[config.mk]
export PLATFORM = sky130hd
export DESIGN_NAME = irq_prio_encoder
export DESIGN_NICKNAME = d
export VERILOG_FILES = /design/src/rtl/irq_prio_encoder.sv
export SDC_FILE = /design/constraint.sdc
export NUM_CORES = 1
export LEC_CHECK = 0
export CAP_MARGIN = 20
export CELL_PAD_IN_SITES_DETAIL_PLACEMENT = 1
export CELL_PAD_IN_SITES_GLOBAL_PLACEMENT = 1
export CORE_UTILIZATION = 25
export CTS_CLUSTER_SIZE = 10
export DETAILED_ROUTE_END_ITERATION = 8
export PLACE_DENSITY_LB_ADDON = 0.1
export SKIP_LAST_GASP = 1
export SLEW_MARGIN = 5
export SYNTH_ARGS = -nofsm -noshare
export SYNTH_HDL_FRONTEND = slang
export SYNTH_SLANG_ARGS = --single-unit
[constraint.sdc]
create_clock -name clk_i -period 3.6 [get_ports clk_i]
set_clock_uncertainty 0.2 [all_clocks]
set_input_delay 0.72 -clock clk_i [delete_from_list [all_inputs] [get_ports clk_i]]
set_output_delay 0.72 -clock clk_i [all_outputs]
set_load 0.01 [all_outputs]
[src/rtl/irq_prio_encoder.sv]
// irq_prio_encoder: synchronized, edge-captured 8-line active-low priority encoder
// with a frozen valid/ack offer and 74148-style gs_n/eo_n flags.
module irq_prio_encoder #(
    parameter int SYNC_STAGES = 2
) (
    input  logic       clk_i,
    input  logic       rst_i,
    input  logic       ei_n_i,
    input  logic [7:0] req_n_i,
    input  logic       ack_i,
    output logic       valid_o,
    output logic [2:0] code_o,
    output logic [2:0] code_n_o,
    output logic       gs_n_o,
    output logic       eo_n_o,
    output logic [7:0] pending_o
);
    typedef enum logic {IDLE, OFFER} state_t;
    state_t     state_q, state_d;
    logic [7:0] sync_q [SYNC_STAGES];
    logic [7:0] prev_q, pending_q, pending_d, fall, clr;
    logic [2:0] code_q, code_d, hi;
    logic       valid_q, valid_d, gs_n_q, gs_n_d, eo_n_q, eo_n_d;
    always_comb begin
        fall      = prev_q & ~sync_q[SYNC_STAGES-1] & {8{~ei_n_i}};
        clr       = (state_q == OFFER && ack_i) ? 8'b1 << code_q : 8'h00;
        pending_d = (pending_q & ~clr) | fall;
        hi        = 3'd0;
        for (int i = 0; i < 8; i++)
            if (pending_q[i]) hi = 3'(i);
        state_d = state_q;
        valid_d = valid_q;
        code_d  = code_q;
        if (state_q == IDLE && |pending_q) begin
            state_d = OFFER;
            valid_d = 1'b1;
            code_d  = hi;
        end else if (state_q == OFFER && ack_i) begin
            state_d = IDLE;
            valid_d = 1'b0;
        end
        gs_n_d = ~(~ei_n_i & |pending_d);
        eo_n_d = ~(~ei_n_i & ~|pending_d);
    end
    always_ff @(posedge clk_i) begin
        if (rst_i) begin
            for (int k = 0; k < SYNC_STAGES; k++) sync_q[k] <= 8'hFF;
            prev_q    <= 8'hFF;
            pending_q <= 8'h00;
            state_q   <= IDLE;
            valid_q   <= 1'b0;
            code_q    <= 3'd0;
            gs_n_q    <= 1'b1;
            eo_n_q    <= 1'b1;
        end else begin
            sync_q[0] <= req_n_i;
            for (int k = 1; k < SYNC_STAGES; k++) sync_q[k] <= sync_q[k-1];
            prev_q    <= sync_q[SYNC_STAGES-1];
            pending_q <= pending_d;
            state_q   <= state_d;
            valid_q   <= valid_d;
            code_q    <= code_d;
            gs_n_q    <= gs_n_d;
            eo_n_q    <= eo_n_d;
        end
    end
    assign valid_o   = valid_q;
    assign code_o    = code_q;
    assign code_n_o  = ~code_q;
    assign gs_n_o    = gs_n_q;
    assign eo_n_o    = eo_n_q;
    assign pending_o = pending_q;
endmodule

## After elaboration in Yosys (flattened, before gate mapping)

Memory sizes are Yosys's and may differ from the RTL's.
Index checks and enable logic that the tools add are counted.

- Memories: 1
- Register bits after elaboration: 22
- Bits of input ports: 12
- RAM bits: 16
- Logic and storage cells: 44
- Output and inout port bits: 17

Memory list:

| name | words | bits a word | read ports | clocked after memory_dff | write ports | RTL line | source |
|---|---|---|---|---|---|---|---|
| sync_q | 2 | 8 | 2 | 0 | 2 | 20 | `logic [7:0] sync_q [SYNC_STAGES];` |

- Bitwise logic cells: 15
- Reduce and logical (&&, ||, !) cells: 6
- Muxes and demuxes: 15
- Shifts and indexed selects: 1

Operator list:

| kind | number |
|---|---|
| $and 8x8->8 | 3 |
| $mux 8 | 3 |
| $not 8->8 | 2 |
| $reduce_or 8->1 | 2 |
| $mux 3 | 4 |
| $or 8x8->8 | 1 |
| $shl 1x3->8 const A | 1 |
| $mux 1 | 6 |
| $mux 2 | 2 |
| $not 1->1 | 4 |
| $not 3->3 | 1 |
| $and 1x1->1 | 2 |
| $logic_and 1x1->1 | 2 |
| $or 1x1->1 | 2 |
| $reduce_bool 2->1 | 1 |
| $logic_not 1->1 | 1 |

## Longest topological paths before layout

Gate-level depths: netlist of the first run.

- Depth after elaboration: 9
- Gate-level depth with buffers: 5
- Gate-level depth less buffers: 4

## Worst setup path before layout of the first run

No wires, ideal clock.

- Kind: input-to-reg
- Start point: input port ei_n_i
- End point: register eo_n_q (netlist: eo_n_o)
- Cell stages on the path: 5
- Path slack: 1.509 ns
- Path buffers: 1
- Data required time: 3.266 ns
- Arrival time: 1.757 ns
- Path through: buf_2 nor3b_1 a211oi_2 nand4_1 or4b_1

- Cells in the longest elaborated chain, start to end: 7

Ends and longest elaborated chain:

| what | RTL line | source |
|---|---|---|
| from (decl) | 8 | `input logic ei_n_i,` |
| $not 1->1 (*) | 25, 43 |  |
| $and 8x8->8 | 25 | `fall = prev_q & ~sync_q[SYNC_STAGES-1] & {8{~ei_n_i}};` |
| $or 8x8->8 | 27 | `pending_d = (pending_q & ~clr) \| fall;` |
| $reduce_or 8->1 | 43 | `eo_n_d = ~(~ei_n_i & ~\|pending_d);` |
| $logic_not 1->1 | 43 |  |
| $and 1x1->1 (*) | 43 |  |
| $not 1->1 (*) | 43 |  |
| to (signal assigned) | 64 | `eo_n_q <= eo_n_d;` |
| to (decl) | 23 | `logic valid_q, valid_d, gs_n_q, gs_n_d, eo_n_q, eo_n_d;` |

Mark *: on every way between the ends. The rest lies on a longest branch, timed or not.
A chain may end at the register's enable or synchronous reset.

## Worst setup path in the final report of the first run

- Start point: input port ack_i
- End point: register eo_n_q (netlist: eo_n_o)

- Cells in the longest elaborated chain, start to end: 9

Ends and longest elaborated chain:

| what | RTL line | source |
|---|---|---|
| from (decl) | 10 | `input logic ack_i,` |
| $logic_and 1x1->1 | 26 | `clr = (state_q == OFFER && ack_i) ? 8'b1 << code_q : 8'h00;` |
| $mux 8 | 26 |  |
| $not 8->8 | 27 |  |
| $and 8x8->8 | 27 |  |
| $or 8x8->8 | 27 |  |
| $reduce_or 8->1 | 43 |  |
| $logic_not 1->1 | 43 |  |
| $and 1x1->1 | 43 |  |
| $not 1->1 | 43 |  |

Every way passes these cells.

==> results of run 1 <==
[layer usage]
layer  vias up  GRT usage, %
li1        521             -
met1       470          14.2
met2        36          19.5
met3         8          3.61
met4         0          6.29
met5         -             0
[logic make-up (layout without fill, tap and decap cells)]
| group | after synthesis | after routing | share of synthesized area (%) |
|---|---|---|---|
| buffers and inverters | 10 | 41 | 2.94 |
| and+or+nand+nor | 61 | 61 | 25.2 |
| AOI/OAI and AO/OA | 28 | 28 | 14.2 |
| DFF | 38 | 38 | 57.6 |
[worst min path at each step]
stage	from	endpoint	slack [ns]	cells past startpoint
5_1_grt	sync_q[0][3]	sync_q[0][11]	0.23	1
3_5_place_dp	sync_q[0][7]	sync_q[0][15]	0.20	1
3_3_place_gp	sync_q[0][4]	sync_q[0][12]	0.19	1
4_1_cts	sync_q[0][7]	sync_q[0][15]	0.21	1
2_1_floorplan	sync_q[0][2]	sync_q[0][10]	0.19	1
6_report	sync_q[0][7]	sync_q[0][15]	0.21	1
[area by class of cell]
type | instances | area, um2 | area share [%]
tap | 70 | 87.6 | 5.00
inverter | 5 | 18.8 | 1.07
sequential | 38 | 761 | 43.4
multi-input combinational | 89 | 520 | 29.7
clock buffer | 7 | 76.3 | 4.36
timing repair buffer | 29 | 288 | 16.4
[registers in the layout, summed over array words and instances, names as in the netlist]
signal	count
pending_o	8
valid_o	1
prev_q	8
eo_n_o	1
code_o	3
gs_n_o	1
sync_q	16
[cells in the final DEF (no fill, tap or decap), types with 3 or more instances in the layout]
cell,instances
dfxtp_1,38
clkdlybuf4s50_1,28
or2_2,26
nor2_1,14
a21oi_1,10
nand2_1,8
inv_1,5
a22oi_1,5
clkbuf_8,5
nand2b_1,3
[worst max-delay path, delay by kind of cell]
family	cells	cell delay, ns
AO/OA/AOI/OAI	1	0.38
buffers and inverters	1	0.50
AND/OR/NAND/NOR	3	0.85
[stage by stage]
stage	power [uW]	setup slack, ns
after floorplan	659	1.51
after global placement	796	0.874
after detailed placement	802	0.810
after CTS	1070	1.10
after global routing	1130	1.03
final	1060	1.10
[report_power, final]
part	internal, uW	switching, uW
clock	133	134
sequential	463	58.6
combinational	147	119
total	744	311
==> key figures, run 1 <==
Setup path
  – CP startpoint: ack_i
  – Slowest CP cell: or4b_1
  – Worst r2r dst: eo_n_o
  – Setup crit end: eo_n_o
  – Max incr delay on CP: between 0.5 and 0.6 ns
  – CP Class: input pin to flop
  – FF-to-FF Start: valid_o
  – Path depth of the worst reg2reg path: 4
  – Worst setup EP type: flop
  – R2R Setup Slk: 1.56 ns
  – Req. time, crit path: approximately 3.6 ns
  – Critical path arrival: approximately 2.5 ns
  – Top fanout value on the critical path: 5
  – CP Cell Sequence: clkdlybuf4s50_1 > nand3_1 > o31ai_1 > nand2_1 > or4b_1
  – Startpoint types: input pin

CTS
  – H-Tree Level Count: 2
  – CTS tree: yes
  – Clock Path Buffers: 2
  – Clock-pin transition on the worst setup and hold timing paths: around 0.07 ns
  – Inserted Clock Buffers: 5
  – Postcts setup bufs: 0
  – CTS Hold Buffers Added: 0
  – Sink count of the clock tree: 38
  – Root Buffer: clkbuf_8
  – Clk Latency, worst-skew pair: 0.28 ns
  – # resized after CTS: 0

Drt
  – Wire length on met1: between 1 and 1.5 mm
  – Post-DR wirelength/cell: between 10 and 15 um
  – First-pass DRT Iterations: 4
  – DRC: 0
  – Vias: approximately 1,000
  – Top Metal Used: met4
  – Met2 wire len: about 1.4 mm
  – Drt total wl: 2.87 mm
  – Detail Route Antenna Nets: 0
  – Vias per inst: 4.35
  – Met3 WL: roughly 160 um
  – DR iter-0 viols: 27

STA
  – Fin Setup TNS: 0 ns
  – Final setup viols: 0
  – Fin Hold WS: ~0.21 ns
  – RSZ-0062 raised after global routing: false
  – Worst slew margin: 61.3%
  – Worst Tran Pin Value: between 0.5 and 0.6 ns
  – Final hold vios: 0
  – Fmax achieved: around 400 MHz
  – Tmin final: between 2 and 3 ns
  – Max Slew Vio Count: 0
  – Crit share post-route: between 60 and 70%

Die
  – IO Count: 29
  – Die extent in x: 74.7 um
  – Die Span Y: 74.7 um
  – Die ar.: roughly 0.0056 mm2
  – Core ar.: 0.00511 mm2
  – FP Rows: 26
  – Initial core utilization: 25.8%

Global routing
  – Gr ovfl total: 0
  – Pin count of the biggest net entering global routing: 21
  – Vias in the first global route: 1,056
  – Initial antenna violation count: 0
  – GRT Overall Usage: a little under an eighth
  – First-pass GRT wire length: approximately 4.8 mm

Power and ir drop
  – PD cells: 602 mW/mm2
  – Lkg Pwr: between 0.0006 and 0.0007 uW
  – Maximum VDD drop: 228 uV

Finish
  – Cell area after layout: between 0.0015 and 0.002 mm2
  – Util after Layout: between 30% and 40%
  – Synthesis-to-layout area growth: 32.7%
  – Layout Cells excl Fill: 238
  – Layout cell share with drive strength beyond 1: about a fifth
  – Layout fillers: about 620
  – Nets: 180
  – Ant. Diodes: 0

Yosys
  – Commonest cells post-synth: 38 x dfxtp_1, 26 x or2_2, 14 x nor2_1
  – Synth top area cells: dfxtp_1 58%, or2_2 12%, nor2_1 4.0%, a21oi_1 3.8%, a22oi_1 2.8%
  – Seq/Total Area, Yosys: around 58%
  – Post-Syn Nets: ~150
  – Area leader, netlist: dfxtp_1
  – Yosys cell types: 25
  – Post-synth EDFFs: 0
  – Synth top area share: 57.6%
  – Syn_area_per_cell: a little under 10 um2
  – #FFs+latches synth: 38
  – Mapped cell area: approximately 0.0013 mm2
  – Dominant synthesized flop cell: dfxtp_1
  – Syn. warnings: 0
  – Most common cell in the netlist: dfxtp_1
  – Syn Inst Count: 137
  – FFs w/ async S/R, synth: 0%

Place
  – Port buffer count: 28
  – DP HPWL: around 2.1 mm
  – Dpl cell area: 0.00168 mm2
  – Placed cell count: around 230
  – RD Place Congestion: 0.797

Job
  – MaxCap Viol Count: 0

Min path
  – Hold WC Path Type: flop to flop

Status
  – Outcome: finished clean
Note: power is estimated with default switching activity, not from simulation.
==> run 2: changes to the inputs <==
==> constraint.sdc (replaced) <==
create_clock -name clk_i -period 2.4 [get_ports clk_i]
set_clock_uncertainty 0.2 [all_clocks]
set_input_delay 0.48 -clock clk_i [delete_from_list [all_inputs] [get_ports clk_i]]
set_output_delay 0.48 -clock clk_i [all_outputs]
set_load 0.01 [all_outputs]
==> run 2 against run 1 <==
Compared with the run above: utilization increased by 1.9 points; first-iteration DRC count increased by 7.4%; cell area increased by 5.6%; highest routed layer unchanged; global-route usage increased by 1.0 points; non-clock buffer count increased by 8; critical endpoint unchanged; total power increased by 64%; register-to-register slack got worse by 1.2 ns; critical path depth unchanged; combinational power increased by 69%.
==> key figures, run 2 (synthesis gave the netlist of run 1 again) <==
Power and ir drop
  – Lkg Pwr: 0.000692 uW (was 0.000635 uW)
  – PD cells: 938 mW/mm2 (was 602 mW/mm2)
  – Power, Total: 1740 uW (was 1060 uW)
  – Maximum VDD drop: 297 uV (was 228 uV)

CTS
  – Postcts setup bufs: 0 (unchanged)
  – CTS Hold Buffers Added: 0 (unchanged)
  – Clk Latency, worst-skew pair: 0.28 ns (about the same)
  – Root Buffer: clkbuf_8 (unchanged)
  – H-Tree Level Count: 2 (unchanged)
  – # resized after CTS: 0 (unchanged)
  – CTS tree: yes (unchanged)
  – Sink count of the clock tree: 38 (unchanged)
  – Inserted Clock Buffers: 5 (unchanged)
  – Clock-pin transition on the worst setup and hold timing paths: 0.07 ns (about the same)
  – Clock Path Buffers: 2 (unchanged)

STA
  – Worst slew margin: 66.7% (was 61.3%)
  – Fmax achieved: about 430 MHz
  – Final hold vios: 0 (unchanged)
  – Max Slew Vio Count: 0 (unchanged)
  – Crit share post-route: 96.0%
  – Tmin final: between 2 and 2.5 ns
  – RSZ-0062 raised after global routing: false (unchanged)
  – Final setup viols: 0 (unchanged)
  – Worst Tran Pin Value: 0.495 ns (was 0.576 ns)

Setup path
  – Path depth of the worst reg2reg path: 4 (unchanged)
  – Worst r2r dst: eo_n_o (unchanged)
  – Critical path arrival: 2.26 ns (was 2.46 ns)
  – FF-to-FF Start: valid_o (unchanged)
  – CP Class: input pin to flop (unchanged)
  – Startpoint types: input pin (unchanged)
  – Top fanout value on the critical path: 5 (unchanged)
  – R2R Setup Slk: 0.32 ns (was 1.56 ns)
  – Worst setup EP type: flop (unchanged)
  – Req. time, crit path: 2.36 ns (was 3.56 ns)

Die
  – Initial core utilization: 25.8% (unchanged)
  – Core ar.: 0.00511 mm2 (unchanged)
  – FP Rows: 26 (unchanged)
  – IO Count: 29 (unchanged)
  – Die Span Y: 74.7 um (unchanged)
  – Die ar.: 0.00557 mm2 (unchanged)
  – Die extent in x: 74.7 um (unchanged)

Finish
  – Multi-input logic area: 526 um2 (was 520 um2)
  – Largest reg by FF count: sync_q (unchanged)
  – Layout cell share with drive strength beyond 1: 25.4% (was 19.6%)
  – Nets: 188 (was 180)
  – Most frequent cells in the layout: 38 x dfxtp_1, 28 x clkdlybuf4s50_1, 26 x or2_2 (unchanged)
  – Layout fillers: 605 (was 616)
  – Cell area after layout: 0.00185 mm2 (was 0.00175 mm2)
  – Ant. Diodes: 0 (unchanged)
  – Max reg flops: 16 (unchanged)
  – Synthesis-to-layout area growth: 40.2% (was 32.7%)
  – Commonest non-fill, non-tap cell in the layout: dfxtp_1 (unchanged)
  – FF/Latch Area: 761 um2 (unchanged)

Drt
  – DRC: 0 (unchanged)
  – First-pass DRT Iterations: 4 (unchanged)
  – DR iter-0 viols: 29 (was 27)
  – Drt total wl: 3.11 mm (was 2.87 mm)
  – Detail Route Antenna Nets: 0 (unchanged)
  – Vias per inst: 4.40 (was 4.35)
  – Vias: 1,087 (was 1,035)
  – Post-DR wirelength/cell: 12.6 um (was 12.1 um)

Min path
  – Hold Startpoint: sync_q[0][5] (was sync_q[0][7])
  – Hold depth: 1 (unchanged)
  – Hold WC Path Type: flop to flop (unchanged)
  – Worst hold endpoint: sync_q[0][13] (was sync_q[0][15])

Global routing
  – Gr ovfl total: 0 (unchanged)
  – First-pass GRT wire length: 5.33 mm (was 4.83 mm)
  – Vias in the first global route: 1,171 (was 1,056)
  – Pin count of the biggest net entering global routing: 19 (was 21)
  – GRT Overall Usage: 13.0% (was 12.0%)
  – Initial antenna violation count: 0 (unchanged)

Place
  – Port buffer count: 28 (unchanged)
  – DP HPWL: 2.32 mm (was 2.13 mm)
  – Dpl cell area: 0.00174 mm2 (was 0.00168 mm2)
  – RD Place Congestion: 0.822 (was 0.797)

Status
  – Outcome: finished clean (unchanged)

Job
  – MaxCap Viol Count: 0 (unchanged)
-- run 2: cell types whose count changed in the layout (fill, tap and decap cells not counted) --
cell      change
buf_4         +8
clkbuf_8      +3
clkbuf_1      -2
a211oi_1      -1
a211oi_2      +1
-- run 2: worst max path at each step --
stage / from / endpoint / slack (ns) / depth (start not counted)
after floorplan: ei_n_i / eo_n_o / 0.55 / 5
after global placement: ack_i / eo_n_o / -0.08 / 5
after detailed placement: ack_i / eo_n_o / -0.16 / 5
after CTS: ack_i / eo_n_o / 0.14 / 5
after global routing: ack_i / eo_n_o / 0.04 / 5
final: ack_i / eo_n_o / 0.1 / 5
-- run 2: area by class of cell --
| cell class | count | area share, % |
|---|---|---|
| clock buffers | 8 | 5.95 |
| inverters | 5 | 1.01 |
| multi-input cells | 89 | 28.4 |
| flip-flops and latches | 38 | 41.1 |
| well taps | 70 | 4.73 |
| repair buffers | 37 | 18.8 |
-- run 2: per-layer routing --
| metal | up-vias | global-route usage, % | part of all wire [%] |
|---|---|---|---|
| met5 | - | 0 | 0 |
| met4 | 0 | 5.66 | 1.3 |
| met3 | 4 | 4.15 | 4.4 |
| met2 | 34 | 22.3 | 49 |
| met1 | 512 | 14.8 | 46 |
| li1 | 537 | - | - |
-- run 2: report_power, final --
group / switching [uW] / internal (uW)
registers: 91.8 / 694
clock network: 210 / 290
logic: 192 / 256
total: 494 / 1240
-- run 2: worst max-delay path: stages --
cell             delay [ns]
clkdlybuf4s50_1        0.52
nand3_1                0.22
o31ai_1                0.37
nand2_1                0.14
or4b_1                 0.53
-- run 2: metrics by stage --
step	hold WS (ns)	setup slack, ns	TNS (ns)	util, %	std cells
after CTS	0.212	0.139	0	36.1	247
after detailed placement	0.195	-0.160	-0.160	34.0	239
after global routing	0.231	0.0356	0	36.2	247
final	0.210	0.0964	0	36.2	247
after global placement	0.193	-0.0802	-0.0802	34.0	239
after floorplan	0.189	0.549	0	-	137
